## src/rtl/tiny_dnn_pkg.sv

```systemverilog
// Shared definitions for the tiny_dnn control-register AXI4-Lite initiator:
// FSM encoding, AXI response codes and register word indices.
package tiny_dnn_pkg;

  typedef enum logic [2:0] {
    ST_IDLE  = 3'd0,
    ST_WADDR = 3'd1,
    ST_WRESP = 3'd2,
    ST_RADDR = 3'd3,
    ST_RDATA = 3'd4,
    ST_RSP   = 3'd5
  } state_e;

  localparam logic [1:0] AXI_RESP_OKAY   = 2'b00;
  localparam logic [1:0] AXI_RESP_SLVERR = 2'b10;

  localparam logic [3:0] REG_CTRL = 4'd0;
  localparam logic [3:0] REG_FS   = 4'd1;
  localparam logic [3:0] REG_KS   = 4'd2;
  localparam logic [3:0] REG_KH   = 4'd3;
  localparam logic [3:0] REG_KW   = 4'd4;
  localparam logic [3:0] REG_SS   = 4'd5;
  localparam logic [3:0] REG_ID   = 4'd6;
  localparam logic [3:0] REG_IS   = 4'd7;
  localparam logic [3:0] REG_IH   = 4'd8;
  localparam logic [3:0] REG_IW   = 4'd9;
  localparam logic [3:0] REG_DS   = 4'd10;
  localparam logic [3:0] REG_OD   = 4'd11;
  localparam logic [3:0] REG_OS   = 4'd12;
  localparam logic [3:0] REG_OH   = 4'd13;
  localparam logic [3:0] REG_OW   = 4'd14;
  localparam logic [3:0] REG_DD   = 4'd15;

endpackage

```

## src/rtl/tiny_dnn_axil_master.sv

```systemverilog
// AXI4-Lite initiator: converts a command stream into single register
// transactions, one in flight, and returns each result on a response stream.
module tiny_dnn_axil_master
  import tiny_dnn_pkg::*;
#(
  parameter logic [31:0] ADDR_BASE = 32'h0000_0000,
  parameter int          IDX_W     = 4
) (
  input  logic             M_AXI_ACLK,
  input  logic             M_AXI_ARESETN,

  input  logic             cmd_valid,
  output logic             cmd_ready,
  input  logic             cmd_write,
  input  logic [IDX_W-1:0] cmd_idx,
  input  logic [31:0]      cmd_wdata,

  output logic             rsp_valid,
  input  logic             rsp_ready,
  output logic             rsp_write,
  output logic [31:0]      rsp_rdata,
  output logic [1:0]       rsp_resp,

  output logic [31:0]      M_AXI_AWADDR,
  output logic             M_AXI_AWVALID,
  input  logic             M_AXI_AWREADY,
  output logic [31:0]      M_AXI_WDATA,
  output logic [3:0]       M_AXI_WSTRB,
  output logic             M_AXI_WVALID,
  input  logic             M_AXI_WREADY,
  input  logic [1:0]       M_AXI_BRESP,
  input  logic             M_AXI_BVALID,
  output logic             M_AXI_BREADY,
  output logic [31:0]      M_AXI_ARADDR,
  output logic             M_AXI_ARVALID,
  input  logic             M_AXI_ARREADY,
  input  logic [31:0]      M_AXI_RDATA,
  input  logic [1:0]       M_AXI_RRESP,
  input  logic             M_AXI_RVALID,
  output logic             M_AXI_RREADY
);

  state_e      state_q, state_d;
  logic        cmd_ready_q, cmd_ready_d;
  logic        awvalid_q, awvalid_d;
  logic        wvalid_q, wvalid_d;
  logic        arvalid_q, arvalid_d;
  logic        bready_q, bready_d;
  logic        rready_q, rready_d;
  logic [31:0] addr_q, addr_d;
  logic [31:0] wdata_q, wdata_d;
  logic        rsp_valid_q, rsp_valid_d;
  logic        rsp_write_q, rsp_write_d;
  logic [31:0] rsp_rdata_q, rsp_rdata_d;
  logic [1:0]  rsp_resp_q, rsp_resp_d;

  always_comb begin
    // NOTE: every signal gets its hold value first so no path through the
    // case statement can leave one unassigned and infer a latch.
    state_d     = state_q;
    cmd_ready_d = cmd_ready_q;
    awvalid_d   = awvalid_q;
    wvalid_d    = wvalid_q;
    arvalid_d   = arvalid_q;
    bready_d    = bready_q;
    rready_d    = rready_q;
    addr_d      = addr_q;
    wdata_d     = wdata_q;
    rsp_valid_d = rsp_valid_q;
    rsp_write_d = rsp_write_q;
    rsp_rdata_d = rsp_rdata_q;
    rsp_resp_d  = rsp_resp_q;

    unique case (state_q)
      ST_IDLE: begin
        cmd_ready_d = 1'b1;
        if (cmd_valid && cmd_ready_q) begin
          cmd_ready_d = 1'b0;
          addr_d      = {ADDR_BASE[31:IDX_W+2], cmd_idx, 2'b00};
          wdata_d     = cmd_wdata;
          if (cmd_write) begin
            awvalid_d = 1'b1;
            wvalid_d  = 1'b1;
            state_d   = ST_WADDR;
          end else begin
            arvalid_d = 1'b1;
            state_d   = ST_RADDR;
          end
        end
      end

      // Address and data channels retire independently, in any order.
      ST_WADDR: begin
        if (M_AXI_AWREADY) awvalid_d = 1'b0;
        if (M_AXI_WREADY)  wvalid_d  = 1'b0;
        if (!awvalid_d && !wvalid_d) begin
          bready_d = 1'b1;
          state_d  = ST_WRESP;
        end
      end

      ST_WRESP: begin
        if (M_AXI_BVALID) begin
          bready_d    = 1'b0;
          rsp_valid_d = 1'b1;
          rsp_write_d = 1'b1;
          rsp_rdata_d = '0;
          rsp_resp_d  = M_AXI_BRESP;
          state_d     = ST_RSP;
        end
      end

      ST_RADDR: begin
        if (M_AXI_ARREADY) begin
          arvalid_d = 1'b0;
          rready_d  = 1'b1;
          state_d   = ST_RDATA;
        end
      end

      ST_RDATA: begin
        if (M_AXI_RVALID) begin
          rready_d    = 1'b0;
          rsp_valid_d = 1'b1;
          rsp_write_d = 1'b0;
          rsp_rdata_d = M_AXI_RDATA;
          rsp_resp_d  = M_AXI_RRESP;
          state_d     = ST_RSP;
        end
      end

      // Raising cmd_ready on exit gives exactly one IDLE cycle between transactions.
      ST_RSP: begin
        if (rsp_ready) begin
          rsp_valid_d = 1'b0;
          cmd_ready_d = 1'b1;
          state_d     = ST_IDLE;
        end
      end

      default: state_d = ST_IDLE;
    endcase
  end

  always_ff @(posedge M_AXI_ACLK or negedge M_AXI_ARESETN) begin
    if (!M_AXI_ARESETN) begin
      state_q     <= ST_IDLE;
      cmd_ready_q <= 1'b0;
      awvalid_q   <= 1'b0;
      wvalid_q    <= 1'b0;
      arvalid_q   <= 1'b0;
      bready_q    <= 1'b0;
      rready_q    <= 1'b0;
      addr_q      <= '0;
      wdata_q     <= '0;
      rsp_valid_q <= 1'b0;
      rsp_write_q <= 1'b0;
      rsp_rdata_q <= '0;
      rsp_resp_q  <= '0;
    end else begin
      // NOTE: non-blocking so every flop samples the pre-edge value of its
      // neighbours, independent of statement order.
      state_q     <= state_d;
      cmd_ready_q <= cmd_ready_d;
      awvalid_q   <= awvalid_d;
      wvalid_q    <= wvalid_d;
      arvalid_q   <= arvalid_d;
      bready_q    <= bready_d;
      rready_q    <= rready_d;
      addr_q      <= addr_d;
      wdata_q     <= wdata_d;
      rsp_valid_q <= rsp_valid_d;
      rsp_write_q <= rsp_write_d;
      rsp_rdata_q <= rsp_rdata_d;
      rsp_resp_q  <= rsp_resp_d;
    end
  end

  assign cmd_ready     = cmd_ready_q;
  assign rsp_valid     = rsp_valid_q;
  assign rsp_write     = rsp_write_q;
  assign rsp_rdata     = rsp_rdata_q;
  assign rsp_resp      = rsp_resp_q;
  assign M_AXI_AWADDR  = addr_q;
  assign M_AXI_AWVALID = awvalid_q;
  assign M_AXI_WDATA   = wdata_q;
  assign M_AXI_WSTRB   = 4'hF;
  assign M_AXI_WVALID  = wvalid_q;
  assign M_AXI_BREADY  = bready_q;
  assign M_AXI_ARADDR  = addr_q;
  assign M_AXI_ARVALID = arvalid_q;
  assign M_AXI_RREADY  = rready_q;

endmodule

```

## config.mk

```make
export PLATFORM = sky130hd
export DESIGN_NAME = tiny_dnn_axil_master
export DESIGN_NICKNAME = d
export VERILOG_FILES = /design/src/rtl/tiny_dnn_pkg.sv /design/src/rtl/tiny_dnn_axil_master.sv
export SDC_FILE = /design/constraint.sdc
export NUM_CORES = 1
export LEC_CHECK = 0
export CORE_ASPECT_RATIO = 1.75
export CORE_MARGIN = 2
export CORE_UTILIZATION = 38
export DETAILED_ROUTE_END_ITERATION = 8
export HOLD_SLACK_MARGIN = 0.06
export PLACE_DENSITY = 0.81
export SETUP_SLACK_MARGIN = 0.3
export SYNTH_ARGS = -nofsm -noshare
export SYNTH_HDL_FRONTEND = slang
export SYNTH_SLANG_ARGS = --single-unit
```

## constraint.sdc

```tcl
create_clock -name M_AXI_ACLK -period 1.8 [get_ports M_AXI_ACLK]
set_input_delay 0.27 -clock M_AXI_ACLK [delete_from_list [all_inputs] [get_ports M_AXI_ACLK]]
set_output_delay 0.27 -clock M_AXI_ACLK [all_outputs]
set_load 0.02 [all_outputs]
```

After elaboration in Yosys (flattened, before gate mapping)
Index checks and enable logic that the tools add are counted.

operators by class
  eq/ne operators = 13
  muxes and demuxes = 40
  reductions and logical operators = 21

operators by type and width
  kind                                                                   count
  32-bit two-way mux                                                     2
  32-bit one-hot mux with 2 select lines                                 1
  1-bit two-way mux                                                      18
  3-bit two-way mux                                                      6
  3-bit one-hot mux with 6 select lines                                  1
  2-bit inequality test, second input constant                           8
  1-bit one-hot mux with 2 select lines                                  7
  3-bit AND reduction                                                    4
  2-bit nonzero test                                                     6
  4-bit AND reduction                                                    2
  3-bit by 2-bit equality test with 1-bit output, second input constant  2
  3-bit equality test, second input constant                             2
  2-bit two-way mux                                                      3
  6-bit AND reduction                                                    1
  2-bit one-hot mux with 2 select lines                                  1
  2-bit AND reduction                                                    2
  3-bit by 1-bit equality test with 1-bit output, second input constant  1
  3-bit zero test                                                        1
  1-bit one-hot mux with 3 select lines                                  1
  3-bit nonzero test                                                     1
  1-bit logical AND                                                      2
  1-bit zero test                                                        2

word-level totals
  bits in registers = 81
  bits of input ports = 82
  word-level logic and storage cells = 87

Depth between registers and ports, before layout
Gate-level depths: netlist (run 1).

  depth after elaboration = 6
  gate-level depth with buffers = 6
  gate-level depth less buffers = 4

Least setup slack after synthesis (run 1)
OpenSTA, ideal clock, no wires.

  kind = flip-flop to flip-flop
  from = register state_q[2]
  to = register addr_q[2], in the netlist M_AXI_ARADDR[2]
  data arrival time = 1.441 ns
  required time = 1.673 ns
  path slack = 0.232 ns
  cell stages (with the launch flop) = 6
  buffers on the path = 3
  clock period less this slack = 1.568 ns
  cell sequence = dfrtp_1 > buf_6 > nor4_4 > buf_6 > buf_6 > mux2_1

between the ends
  word-level cells in the longest chain between the ends = 2

RTL lines
  item                                  line                         text
  from (decl)                           tiny_dnn_axil_master.sv:43   state_e state_q, state_d;
  from (signal assigned)                tiny_dnn_axil_master.sv:163  state_q <= state_d;
  3-bit zero test                       tiny_dnn_axil_master.sv:74   unique case (state_q)
  2-bit AND reduction (no source line)  --
  to (signal assigned)                  tiny_dnn_axil_master.sv:170  addr_q <= addr_d;
  to (decl)                             tiny_dnn_axil_master.sv:50   logic [31:0] addr_q, addr_d;

No other way between the ends.
A chain may end at the register's enable or synchronous reset.

Final worst setup path (run 1)
  from = register state_q[2]
  to = register wdata_q[28], in the netlist M_AXI_WDATA[28]

between the ends
  word-level cells in the longest chain between the ends = 2

RTL lines
  item                                  line                         text
  3-bit zero test                       tiny_dnn_axil_master.sv:74
  2-bit AND reduction (no source line)  --
  to (signal assigned)                  tiny_dnn_axil_master.sv:171  wdata_q <= wdata_d;
  to (decl)                             tiny_dnn_axil_master.sv:51   logic [31:0] wdata_q, wdata_d;

No other way between the ends.

==> results.toml, run 1 <==
[floorplanning]
die_w_um = 79.3
die_y_um = 136
die-area_um2 = 10800
num_rows = 48
coreArea_um2 = 9790
initial_core_util_pct = 38.5
ios = 224

[setup_path]
critical_path_required_ns = 2.01
endpoint_kind = "register"
startpoint = "state_q[2]$_DFFE_PN0P_"
crit_end = "M_AXI_WDATA[28]$_DFFE_PN0P_"
crit-reg2reg-capture = "M_AXI_WDATA[28]$_DFFE_PN0P_"
r2r_start = "state_q[2]$_DFFE_PN0P_"
start_kind = "register"
path_class = "register to register"
path_max_fanout = 6
r2r.worst_path.cells = 5
r2r_slack_ns = 0.16
arrival_ns = 1.86

[layout]
final_cell_mix = "dlygate4sd2_1, clkdlybuf4s50_1, dfrtp_1, nand2_1, conb_1"
fin_nets = 620
num_antenna_cells = 0
nFillCells = 769
area_growth_pct = 60.0
fin_util_pct = 61.7
final_common_cell = "dlygate4sd2_1"
drive_gt1_share_pct = 15.5

[timing]
fin_skew_ns = 0.00374
slew_violations = 0
hold_viol = 0
setup_viol = 0
setup_ws_ns = 0.159
fin_crit_sh_pct = 91.1
fin_hold_ws_ns = 0.427
clock.fmax_mhz = 610
finalCriticalPeriod_ns = 1.64
rsz0062_at_grt = "yes"

[synthesis]
synth_edf_count = 0
ys_types = 30
synth-xor-area-share_pct = 0
async_flop_share_pct = 100
synth_compound_area_share_pct = 7.89
syn-cell-area_um2 = 3770
synthCells = 358
yosys.area.top_type = "dfrtp_1"
synth.area.top_cells = "dfrtp_1, buf_4, mux2_2"
ys_ff_latch = 81
synth_area_per_cell_um2 = 10.5
synthSimpleGateAreaFrac_pct = 10.8
synthFlopType = "dfrtp_1"
synthAdderAreaFrac_pct = 0
synthMuxAreaShare_pct = 11.5
yosysWarnings = 0
synth_top_family_by_area = "buffers and inverters"
synth_largest_type_area_fraction_pct = 53.7
yosysSeqAreaShare_pct = 53.7

[job]
maxCapViolCount = 0

[drt]
drtPass1Iterations = 4
dr_wl_met3_um = 741
drt_iter0_drc = 157
vias = 3106
antenna_left = 0
wl_met1_um = 3890
top_layer_used = "met4"
post_drt_wl_per_cell_um = 16.6
drc_errors = 0
vias_per_cell = 4.66
dr_wl_met2_um = 6210
wl_um = 11100

[global_route]
track_usage_pct = 18.6
antenna_found_initial = 0
grt-ovfl-total = 0
grt_max_degree = 51
grt_pass1_vias = 3059
grt_pass1_wl_um = 15200

[pwr]
p_leak_uw = 0.00291
peakVddDrop_mv = 0.769
total_power_uw = 10500
pwr_density_cell_nw_per_um2 = 1740

[clock_network]
cts.sinks = 81
clk_pin_slew_ns = 0.06
root_buffer = "clkbuf_16"
clock_latency_ns = 0.33
clk_path_buf_depth = 2
tritoncts = "done"
numCtsBuffers = 9
htree_levels = 3

[place]
pre_cts_ws_ns = -0.00584
routabilityCongestion = 0.820
hpwl_um = 6430
port-buffer-count = 163

[hold_path]
hold_path_class = "input port to asynchronous set/reset pin"

[outcome]
outcome = "completed"
## area by class of cell
type	instances	area [µm²]	area share [%]
tap	125	156	2.59
clock buffer	12	246	4.08
multi-input combinational	250	1500	24.8
timing repair buffer	192	2030	33.6
inverter	4	15.0	0.249
sequential	81	2030	33.6
clock inverter	3	65.1	1.08
## layer usage
metal  track usage, %  vias up
met1             18.6     1498
met4             8.81        0
li1                 -     1421
met3             3.92       15
met5                0        -
met2             35.7      172
## sequential cells by signal, indices dropped and copies added, names as in the netlist
signal and count:
rsp_write 1, M_AXI_WVALID 1, M_AXI_ARVALID 1, rsp_valid 1, M_AXI_BREADY 1, M_AXI_RREADY 1, rsp_resp 2, M_AXI_WDATA 32
rsp_rdata 32, cmd_ready 1, M_AXI_AWVALID 1, M_AXI_ARADDR 4, state_q 3
## synth_stat cells, drive strengths merged (2+ instances only)
cell and number:
nor2b 3, nand2b 3, o21ai 39, a211oi 2, buf 75, a22o 2
nand3b 2, mux2i 3, nand2 75, conb 2, inv 4, a21oi 5
mux2 36, dfrtp 81, clkbuf 6, nor2 11
## report_power, final
group          total [µW]  internal [µW]  switching [µW]
clock                1930           1240             684
sequential           3160           2670             488
combinational        5440           2600            2840
## worst min path at each step
stage	startpoint	endpoint	slack [ns]	depth (start not counted)
after floorplan	M_AXI_ARESETN	M_AXI_ARADDR[2]$_DFFE_PN0P_	-0.03	0
after global placement	M_AXI_ARESETN	M_AXI_ARADDR[3]$_DFFE_PN0P_	0.23	1
after detailed placement	M_AXI_ARESETN	M_AXI_ARADDR[4]$_DFFE_PN0P_	0.24	1
after CTS	M_AXI_ARESETN	rsp_rdata[16]$_DFFE_PN0P_	0.43	2
after global routing	M_AXI_ARESETN	M_AXI_ARADDR[4]$_DFFE_PN0P_	0.46	2
final	M_AXI_ARESETN	M_AXI_ARADDR[4]$_DFFE_PN0P_	0.43	2
## critical path, cell delays in order (launching register included)
cell       delay [ns]
dfrtp_2          0.43
nor4_4           0.34
buf_4            0.17
buf_6            0.11
clkbuf_16        0.15
mux2_2           0.33
## metrics by stage
step,instances,cell area [µm²],setup TNS [ns]
6_report,667,6040,0
4_1_cts,659,5820,0
3_5_place_dp,631,5310,-0.0167
3_3_place_gp,631,5310,0
2_1_floorplan,416,3990,0
5_1_grt,667,6040,0
## cells by family after synthesis
family / after synthesis
AND/OR/NAND/NOR: 97
AO/OA/AOI/OAI: 54
flip-flops: 81
multiplexers: 39
other: 2
buffers and inverters: 85
## what timing repair did
action / CTS / global route
gates cloned: 5 / 6
pin swaps: 1 / 1
buffers inserted: 7 / 2
setup endpoints to repair: 152 / 72
resized for setup: 109 / 31
hold buffers: 1 / 0
hold endpoints to repair: 31 / 0
(Power assumes the default switching activity.)
==> run 2: changes to the inputs <==
- SETUP_SLACK_MARGIN: 0.3 -> 0.15
==> run 2 against run 1 <==
Against the previous run: die area is the same; clock power shrank 8%; worst hold slack gained 0.035 ns; final area shrank 6.5%; final cell count shrank 2.5%; non-clock buffer count shrank 18; combinational power shrank 9.4%; critical path type unchanged; critical endpoint is now M_AXI_WDATA[24]$_DFFE_PN0P_; largest power group unchanged.
==> results.toml, run 2 (same netlist as run 1, synthesis figures left out) <==
[outcome]
outcome = "completed"

[floorplanning]
ios = 224
coreArea_um2 = 9790
die-area_um2 = 10800
die_y_um = 136
initial_core_util_pct = 38.5
die_w_um = 79.3
num_rows = 48

[setup_path]
startpoint = "cmd_ready$_DFFE_PN0P_"
path_class = "register to register"
path_max_fanout = 19
arrival_ns = 1.82
r2r_start = "cmd_ready$_DFFE_PN0P_"
endpoint_kind = "register"
critical_path_required_ns = 2.00
r2r_slack_ns = 0.18
start_kind = "register"

[timing]
fin_skew_ns = 0.00658
clock.fmax_mhz = 616
tns_ns = 0
setup_ws_ns = 0.177
fin_hold_ws_ns = 0.462
rsz0062_at_grt = "no"
fin_crit_sh_pct = 90.2
finalCriticalPeriod_ns = 1.62
setup_viol = 0
slew_violations = 0
hold_viol = 0

[layout]
final_common_cell = "clkdlybuf4s50_1"
drive_gt1_share_pct = 11.2
nFillCells = 810
area_growth_pct = 49.6
stdcell_count = 650
fin_nets = 602
num_antenna_cells = 0
final_cell_mix = "clkdlybuf4s50_1, dfrtp_1, nand2_1, conb_1, o21ai_0"

[drt]
wl_um = 8710
drt_iter0_drc = 143
vias = 2926
drc_errors = 0
post_drt_wl_per_cell_um = 13.4
vias_per_cell = 4.50
drtPass1Iterations = 4
antenna_left = 0

[clock_network]
tritoncts = "done"
cts.sinks = 81
clk_pin_slew_ns = 0.06
clock_latency_ns = 0.32
root_buffer = "clkbuf_16"
htree_levels = 3
numCtsBuffers = 9
clk_path_buf_depth = 2

[pwr]
total_power_uw = 9890
pwr_density_cell_nw_per_um2 = 1750
p_leak_uw = 0.00242
peakVddDrop_mv = 0.817

[place]
placed_cells = 631
hpwl_um = 6640
pre_cts_ws_ns = -0.0480
routabilityCongestion = 0.809
port-buffer-count = 163

[global_route]
grt_pass1_vias = 2896
grt_max_degree = 69
grt-ovfl-total = 0
track_usage_pct = 16.1
antenna_found_initial = 0
grt_pass1_wl_um = 13500

[hold_path]
hold_path_class = "input port to asynchronous set/reset pin"

[job]
maxCapViolCount = 0
==> run 2: stage by stage <==
stage                     instance area [µm²]  util, %
after detailed placement                 5310     54.2
after global placement                   5310     54.2
after CTS                                5610     57.3
after floorplan                          3990        -
after global routing                     5650     57.7
final                                    5650     57.7
==> run 2: layout make-up <==
cell class              count  area (µm²)  area share, %
flip-flops and latches     81        2030           35.9
multi-input cells         250        1370           24.2
clock buffers              11         243           4.30
clock inverters             5        55.1          0.975
inverters                   4        15.0          0.266
well taps                 125         156           2.77
repair buffers            174        1780           31.5
==> run 2: path summary, 6_finish.rpt <==
path / cells past startpoint / to
min in group M_AXI_ACLK: 2 / rsp_rdata[27]$_DFFE_PN0P_
worst min register to register: 2 / rsp_rdata[27]$_DFFE_PN0P_
worst max register to register: 5 / M_AXI_WDATA[24]$_DFFE_PN0P_
worst max-delay path: 5 / M_AXI_WDATA[24]$_DFFE_PN0P_
max in group asynchronous: 3 / state_q[1]$_DFFE_PN0P_
worst min-delay path: 2 / M_AXI_WDATA[15]$_DFFE_PN0P_
==> run 2: timing repair <==
item,CTS,global route
hold endpoints to repair,33,0
gates resized for setup,1,1
setup buffers,0,1
hold buffers,1,0
setup endpoints to repair,1,34
pin swaps,0,1
cloned,0,1
==> run 2: power by group <==
part | leakage, µW | total [µW] | internal [µW] | switching, µW
clock | 0.000142 | 1780 | 1110 | 677
sequential | 0.00101 | 3180 | 2670 | 506
combinational | 0.00127 | 4930 | 2450 | 2480
total | 0.00242 | 9890 | 6230 | 3660
==> run 2: metal layers <==
layer | track usage (%) | part of all wire [%] | vias up
met5 | 0 | 0 | -
met1 | 16.1 | 34 | 1372
met3 | 3.92 | 8.4 | 11
met4 | 5.84 | 1.6 | 0
met2 | 31.2 | 56 | 166
li1 | - | - | 1377
==> run 2: critical path, stage by stage, from the launching register on <==
cell,delay [ns]
dfrtp_1,0.42
nand2_1,0.14
nor4_4,0.22
buf_4,0.18
clkbuf_16,0.19
mux2_1,0.34
